`config.mk`:
```
export PLATFORM = sky130hd
export DESIGN_NAME = aes_cipher_seq
export DESIGN_NICKNAME = d
export VERILOG_FILES = /design/src/rtl/aes_pkg.sv /design/src/rtl/aes_enc_round.sv /design/src/rtl/aes_cipher_seq.sv
export SDC_FILE = /design/constraint.sdc
export NUM_CORES = 2
export LEC_CHECK = 0
export ABC_AREA = 0
export CAP_MARGIN = 20
export CORE_AREA = 2 2 650 652
export CTS_CLUSTER_DIAMETER = 100
export CTS_CLUSTER_SIZE = 20
export DETAILED_ROUTE_END_ITERATION = 12
export DIE_AREA = 0 0 652 654
export PLACE_DENSITY = 0.33
export REMOVE_ABC_BUFFERS = 1
export SYNTH_ARGS = -nofsm -noshare
export SYNTH_HDL_FRONTEND = slang
export SYNTH_SLANG_ARGS = --single-unit
```
`constraint.sdc`:
```
create_clock -name clk -period 5.15 [get_ports clk]
set_input_delay 1.03 -clock clk [delete_from_list [all_inputs] [get_ports clk]]
set_output_delay 1.03 -clock clk [all_outputs]
set_load 0.005 [all_outputs]
```
`src/rtl/aes_pkg.sv`:
```
// AES shared package: forward round functions and FSM state type.
// Byte i of a 128-bit state sits at bits [8i+7:8i]; byte index = 4*col + row.
package aes_pkg;

  typedef enum logic [1:0] {
    IDLE,
    ROUND,
    DONE
  } aes_seq_state_t;

  localparam logic [2047:0] SBOX = {
    256'h637c777bf26b6fc53001672bfed7ab76ca82c97dfa5947f0add4a2af9ca472c0,
    256'hb7fd9326363ff7cc34a5e5f171d8311504c723c31896059a071280e2eb27b275,
    256'h09832c1a1b6e5aa0523bd6b329e32f8453d100ed20fcb15b6acbbe394a4c58cf,
    256'hd0efaafb434d338545f9027f503c9fa851a3408f929d38f5bcb6da2110fff3d2,
    256'hcd0c13ec5f974417c4a77e3d645d197360814fdc222a908846eeb814de5e0bdb,
    256'he0323a0a4906245cc2d3ac629195e479e7c8376d8dd54ea96c56f4ea657aae08,
    256'hba78252e1ca6b4c6e8dd741f4bbd8b8a703eb5664803f60e613557b986c11d9e,
    256'he1f8981169d98e949b1e87e9ce5528df8ca1890dbfe6426841992d0fb054bb16
  };

  function automatic logic [7:0] sbox(input logic [7:0] b);
    return SBOX[2047-8*int'(b) -: 8];
  endfunction

  function automatic logic [7:0] xtime(input logic [7:0] b);
    return {b[6:0], 1'b0} ^ (b[7] ? 8'h1b : 8'h00);
  endfunction

  function automatic logic [127:0] sub_bytes(input logic [127:0] s);
    logic [127:0] o;
    for (int i = 0; i < 16; i++) begin
      o[8*i +: 8] = sbox(s[8*i +: 8]);
    end
    return o;
  endfunction

  // Row r rotates left by r columns.
  function automatic logic [127:0] shift_rows(input logic [127:0] s);
    logic [127:0] o;
    for (int c = 0; c < 4; c++) begin
      for (int r = 0; r < 4; r++) begin
        o[8*(4*c+r) +: 8] = s[8*(4*((c+r)%4)+r) +: 8];
      end
    end
    return o;
  endfunction

  function automatic logic [127:0] mix_columns(input logic [127:0] s);
    logic [127:0] o;
    logic [7:0] a0, a1, a2, a3;
    for (int c = 0; c < 4; c++) begin
      a0 = s[32*c +: 8];
      a1 = s[32*c+8 +: 8];
      a2 = s[32*c+16 +: 8];
      a3 = s[32*c+24 +: 8];
      o[32*c +: 8] =
        xtime(a0) ^ xtime(a1) ^ a1 ^ a2 ^ a3;
      o[32*c+8 +: 8] =
        a0 ^ xtime(a1) ^ xtime(a2) ^ a2 ^ a3;
      o[32*c+16 +: 8] =
        a0 ^ a1 ^ xtime(a2) ^ xtime(a3) ^ a3;
      o[32*c+24 +: 8] =
        xtime(a0) ^ a0 ^ a1 ^ a2 ^ xtime(a3);
    end
    return o;
  endfunction

  function automatic logic [127:0] add_round_key(
    input logic [127:0] s,
    input logic [127:0] k
  );
    return s ^ k;
  endfunction

endpackage

```
`src/rtl/aes_enc_round.sv`:
```
// One forward AES round, purely combinational.
// The final round (last=1) skips MixColumns.
module aes_enc_round
  import aes_pkg::*;
(
  input  logic [127:0] state,
  input  logic [127:0] key,
  input  logic         last,
  output logic [127:0] result
);

  logic [127:0] sr;

  assign sr = shift_rows(sub_bytes(state));

  assign result =
    add_round_key(last ? sr : mix_columns(sr), key);

endmodule

```
`src/rtl/aes_cipher_seq.sv`:
```
// Iterative AES encryptor: one round datapath reused Nr times.
// Handshake outputs come straight from registered FSM state.
module aes_cipher_seq
  import aes_pkg::*;
#(
  parameter int Nk = 4,
  parameter int Nr = Nk + 6
) (
  input  logic         clk,
  input  logic         rst_n,
  input  logic [31:0]  rkey [4*(Nr+1)],
  input  logic         in_valid,
  output logic         in_ready,
  input  logic [127:0] pt,
  output logic         out_valid,
  input  logic         out_ready,
  output logic [127:0] ct
);

  localparam int RW = $clog2(Nr + 1);

  aes_seq_state_t state_q;
  logic [RW-1:0]  rnd_q;
  logic [127:0]   st_q;
  logic [127:0]   st_d;
  logic           in_ready_q;
  logic           out_valid_q;
  logic [127:0]   key_sel;
  logic [127:0]   rnd_out;
  logic           last;

  assign last = (rnd_q == RW'(Nr));

  // Round key select; rnd_q is 0 throughout IDLE, giving key0.
  always_comb begin
    key_sel = '0;
    for (int c = 0; c < 4; c++) begin
      key_sel[32*c +: 32] = rkey[4*int'(rnd_q) + c];
    end
  end

  aes_enc_round u_round (
    .state  (st_q),
    .key    (key_sel),
    .last   (last),
    .result (rnd_out)
  );

  // Next datapath state: initial key add on accept, round otherwise.
  always_comb begin
    st_d = st_q;
    unique case (state_q)
      IDLE:    if (in_valid) st_d = add_round_key(pt, key_sel);
      ROUND:   st_d = rnd_out;
      default: st_d = st_q;
    endcase
  end

  // Control FSM with registered handshake outputs.
  always_ff @(posedge clk or negedge rst_n) begin
    if (!rst_n) begin
      state_q     <= IDLE;
      rnd_q       <= '0;
      st_q        <= '0;
      in_ready_q  <= 1'b1;
      out_valid_q <= 1'b0;
    end else begin
      st_q <= st_d;
      unique case (state_q)
        IDLE: begin
          if (in_valid) begin
            state_q    <= ROUND;
            rnd_q      <= RW'(1);
            in_ready_q <= 1'b0;
          end
        end
        ROUND: begin
          if (last) begin
            state_q     <= DONE;
            out_valid_q <= 1'b1;
          end else begin
            rnd_q <= rnd_q + RW'(1);
          end
        end
        DONE: begin
          if (out_ready) begin
            state_q     <= IDLE;
            rnd_q       <= '0;
            in_ready_q  <= 1'b1;
            out_valid_q <= 1'b0;
          end
        end
        default: state_q <= IDLE;
      endcase
    end
  end

  assign in_ready  = in_ready_q;
  assign out_valid = out_valid_q;
  assign ct        = st_q;

endmodule
```
==> metrics <==
Tmin final just over 5 ns; Max-slew headroom approximately a quarter; CTS tree built; Primary FF master, synth dfrtp_1; Rows around 240; Seq/Total Area, Yosys about 4.3%; vias per cell ~5.9; final setup fails 0; initial antenna violation count around 200; clock skew 0.0485 ns; worst slew pin tran around 1.1 ns; First DRT Iteration DRCs about 14000; Design Area, Final 0.109 mm^2; Worst Hold Class input pin to async pin; crit-path max cell delay between 0.6 and 0.7 ns; clk sinks around 140; Max Fclk between 0.15 and 0.2 GHz; Worst setup SP type register; fin. max-slew vios 0; Critical Path, Cell by Cell buf_4 -> ha_1 -> nor2b_1 -> a211oi_1 -> a311o_1 -> o32ai_1 -> buf_4 -> nor3_1 -> buf_4 -> xnor2_1 -> xor2_1 -> xnor2_1 -> a21oi_1 -> buf_4 -> or4_1 -> o211ai_1; Vias approximately 110k; crit path buf inv count 4; per-cell routed wire length ~40 um; share of cells above drive strength 1 between 15 and 20%; slowest CP cell ha_1; TNS Setup 0 ns; CP Max Fanout 32; Gate Count Post-Synth ~11000; placer congestion estimate about 1; post-DP HPWL roughly 600 mm; final-layout fill cell count around 47000; Die W 652 um; Core Region ~0.42 mm^2; synth warn 0; die height 654 um; mapped cell area ~0.08 mm^2; Multi-input gate area slightly below 0.07 mm^2; TritonCTS buffer count 25; largest net degree at the start of global routing ~150; DRC violations left 0; Util after Layout roughly 26%; post-route clock period utilization between 90% and 100%; Pre-antenna DRT Iters 6; crit end category register; #FFs+latches synth between 100 and 150; port bufs around 1700; vias in the first global route between 100k and 150k; Tot GR Track Use 33.1%; critical path class register to register; Ports 1670; RSZ-0062 raised after global routing false; WP data required approximately 5.7 ns; die area between 0.4 and 0.5 mm^2; syn_area_per_cell slightly above 7 um^2; Longest Clk Path Bufs 3; final hold violation count 0; flip-flop and latch area 0.00355 mm^2; Top delay family on crit path simple AND/OR/NAND/NOR gates; dpl cell area approximately 0.11 mm^2; Total Wirelength roughly 740 mm; worst skew pair latency ~0.62 ns; CTS root buf clkbuf_16; outcome finished clean; Nets 14300; arrival time at the worst endpoint around 5.6 ns; max cap viols 0; clock-pin slew on the worst setup and hold paths around 0.08 ns; Post-CTS Hold Fix Bufs 0; total grt overflow 0; Top cell by count, worst path buf_4; H-tree depth 4; Post-synth ARST share 100%; Post-synth EDFFs 0; area growth from synthesis to layout 36.7%; ANT nets after route 0; Starting Density about a fifth; Yosys cell types 132; global-route wire length before repair between 900 and 1000 mm
## placed cells by master (no fill, tap or decap), types with 56 or more instances in the layout
| master | n |
|---|---|
| o311ai_0 | 147 |
| nor3b_1 | 62 |
| mux2i_1 | 375 |
| o21ai_0 | 738 |
| and3_1 | 92 |
| nor2_1 | 817 |
| o211ai_1 | 164 |
| o31ai_1 | 114 |
| or3_1 | 87 |
| buf_4 | 1129 |
| or2_2 | 89 |
| dfrtp_1 | 78 |
| a211o_1 | 75 |
| xnor3_1 | 68 |
| nand2b_1 | 362 |
| o311a_1 | 56 |
| inv_1 | 152 |
| nor3_1 | 344 |
| buf_12 | 73 |
| nor2b_1 | 319 |
| clkdlybuf4s50_1 | 1668 |
| a31oi_1 | 195 |
| a21oi_1 | 860 |
| a211oi_1 | 184 |
| nand3_1 | 265 |
| xnor2_1 | 276 |
| nand2_1 | 794 |
| diode_2 | 269 |
| a2111oi_0 | 63 |
| mux4_2 | 443 |
| a221oi_1 | 90 |
| o22ai_1 | 216 |
| and2_1 | 118 |
| o221ai_1 | 114 |
| a21o_1 | 57 |
| a311oi_1 | 179 |
| ha_1 | 220 |
| xor2_1 | 147 |
## registers in the layout (all words and copies together) (netlist names)
register	count
state_q	2
ct	128
in_ready	1
rnd_q	4
out_valid	1
## worst paths after layout
path                                from        to  slack, ns  depth (start not counted)
worst max-delay path               ct[0]    ct[31]       0.05                         16
worst min-delay path               rst_n    ct[67]       0.32                          1
worst max register to register     ct[0]    ct[31]       0.05                         16
worst min register to register  in_ready  in_ready       0.54                          2
max in group asynchronous          rst_n    ct[98]       3.46                          2
min in group clk                in_ready  in_ready       0.54                          2
## cells in the mapped netlist, drive strengths merged (87+ instances only)
master,instances,area (um^2)
o21ai,789,3950
and3,92,576
nor3,347,1750
a21oi,864,4330
mux2i,379,3810
or3,87,544
nand2,799,3000
nand2b,363,2270
o22ai,221,1420
o311ai,161,1430
o221ai,117,1040
nand3,266,1340
o211ai,169,1290
nor2,826,3130
or2,95,594
and2,134,838
nor2b,323,2020
a31oi,196,1230
dfrtp,135,3380
o31ai,118,915
clkbuf,676,2540
a221oi,104,1020
mux4,443,9980
xor2,156,1430
a311oi,183,1640
xnor2,287,2570
inv,176,661
buf,670,3680
ha,236,2950
a211oi,194,1530
## per-layer routing
| metal | wire (um) | GRT usage [%] | up-vias | share of wire, % |
|---|---|---|---|---|
| met5 | 574 | 0 | - | 0.077 |
| met4 | 47400 | 17.8 | 88 | 6.4 |
| met3 | 53200 | 5.40 | 1056 | 7.1 |
| met2 | 343000 | 54.0 | 6323 | 46 |
| met1 | 300000 | 41.7 | 55200 | 40 |
| li1 | - | - | 45400 | - |
## cells by family after synthesis
family                   Yosys count  share of synthesized area [%]
multiplexers                     871                           18.1
adder cells (fa/ha/maj)          236                           3.72
AO/OA/AOI/OAI                   4015                           35.1
XOR/XNOR                         517                           7.15
buffers and inverters           1535                           8.73
AND/OR/NAND/NOR                 3618                           23.0
flip-flops                       136                           4.29
## cell type report
class / count / share of cell area, %
multi-input cells: 9257 / 63.9
repair buffers: 2875 / 24.6
well taps: 5520 / 6.36
flip-flops and latches: 136 / 3.27
inverters: 189 / 0.656
diodes: 269 / 0.620
clock buffers: 29 / 0.609
clock inverters: 4 / 0.0207
## stage by stage
stage / cells / worst slack (ns) / hold slack (ns)
after floorplan: 9582 / -17.31 / 0.485
after global placement: 18000 / -0.444 / 0.513
final: 18300 / 0.0479 / 0.317
after CTS: 18000 / 0.0127 / 0.398
after global routing: 18300 / 0.0125 / 0.344
after detailed placement: 18000 / -0.275 / 0.533
## what timing repair did
action / in CTS / in global routing
endpoints found under the setup margin: 9 / 16
cloned: 0 / 0
gates resized for setup: 8 / 32
setup buffers: 0 / 1
pin swaps: 0 / 3
Power is not shown: default switching activity piles up to over one toggle a cycle in this logic, so the estimate is an artifact.
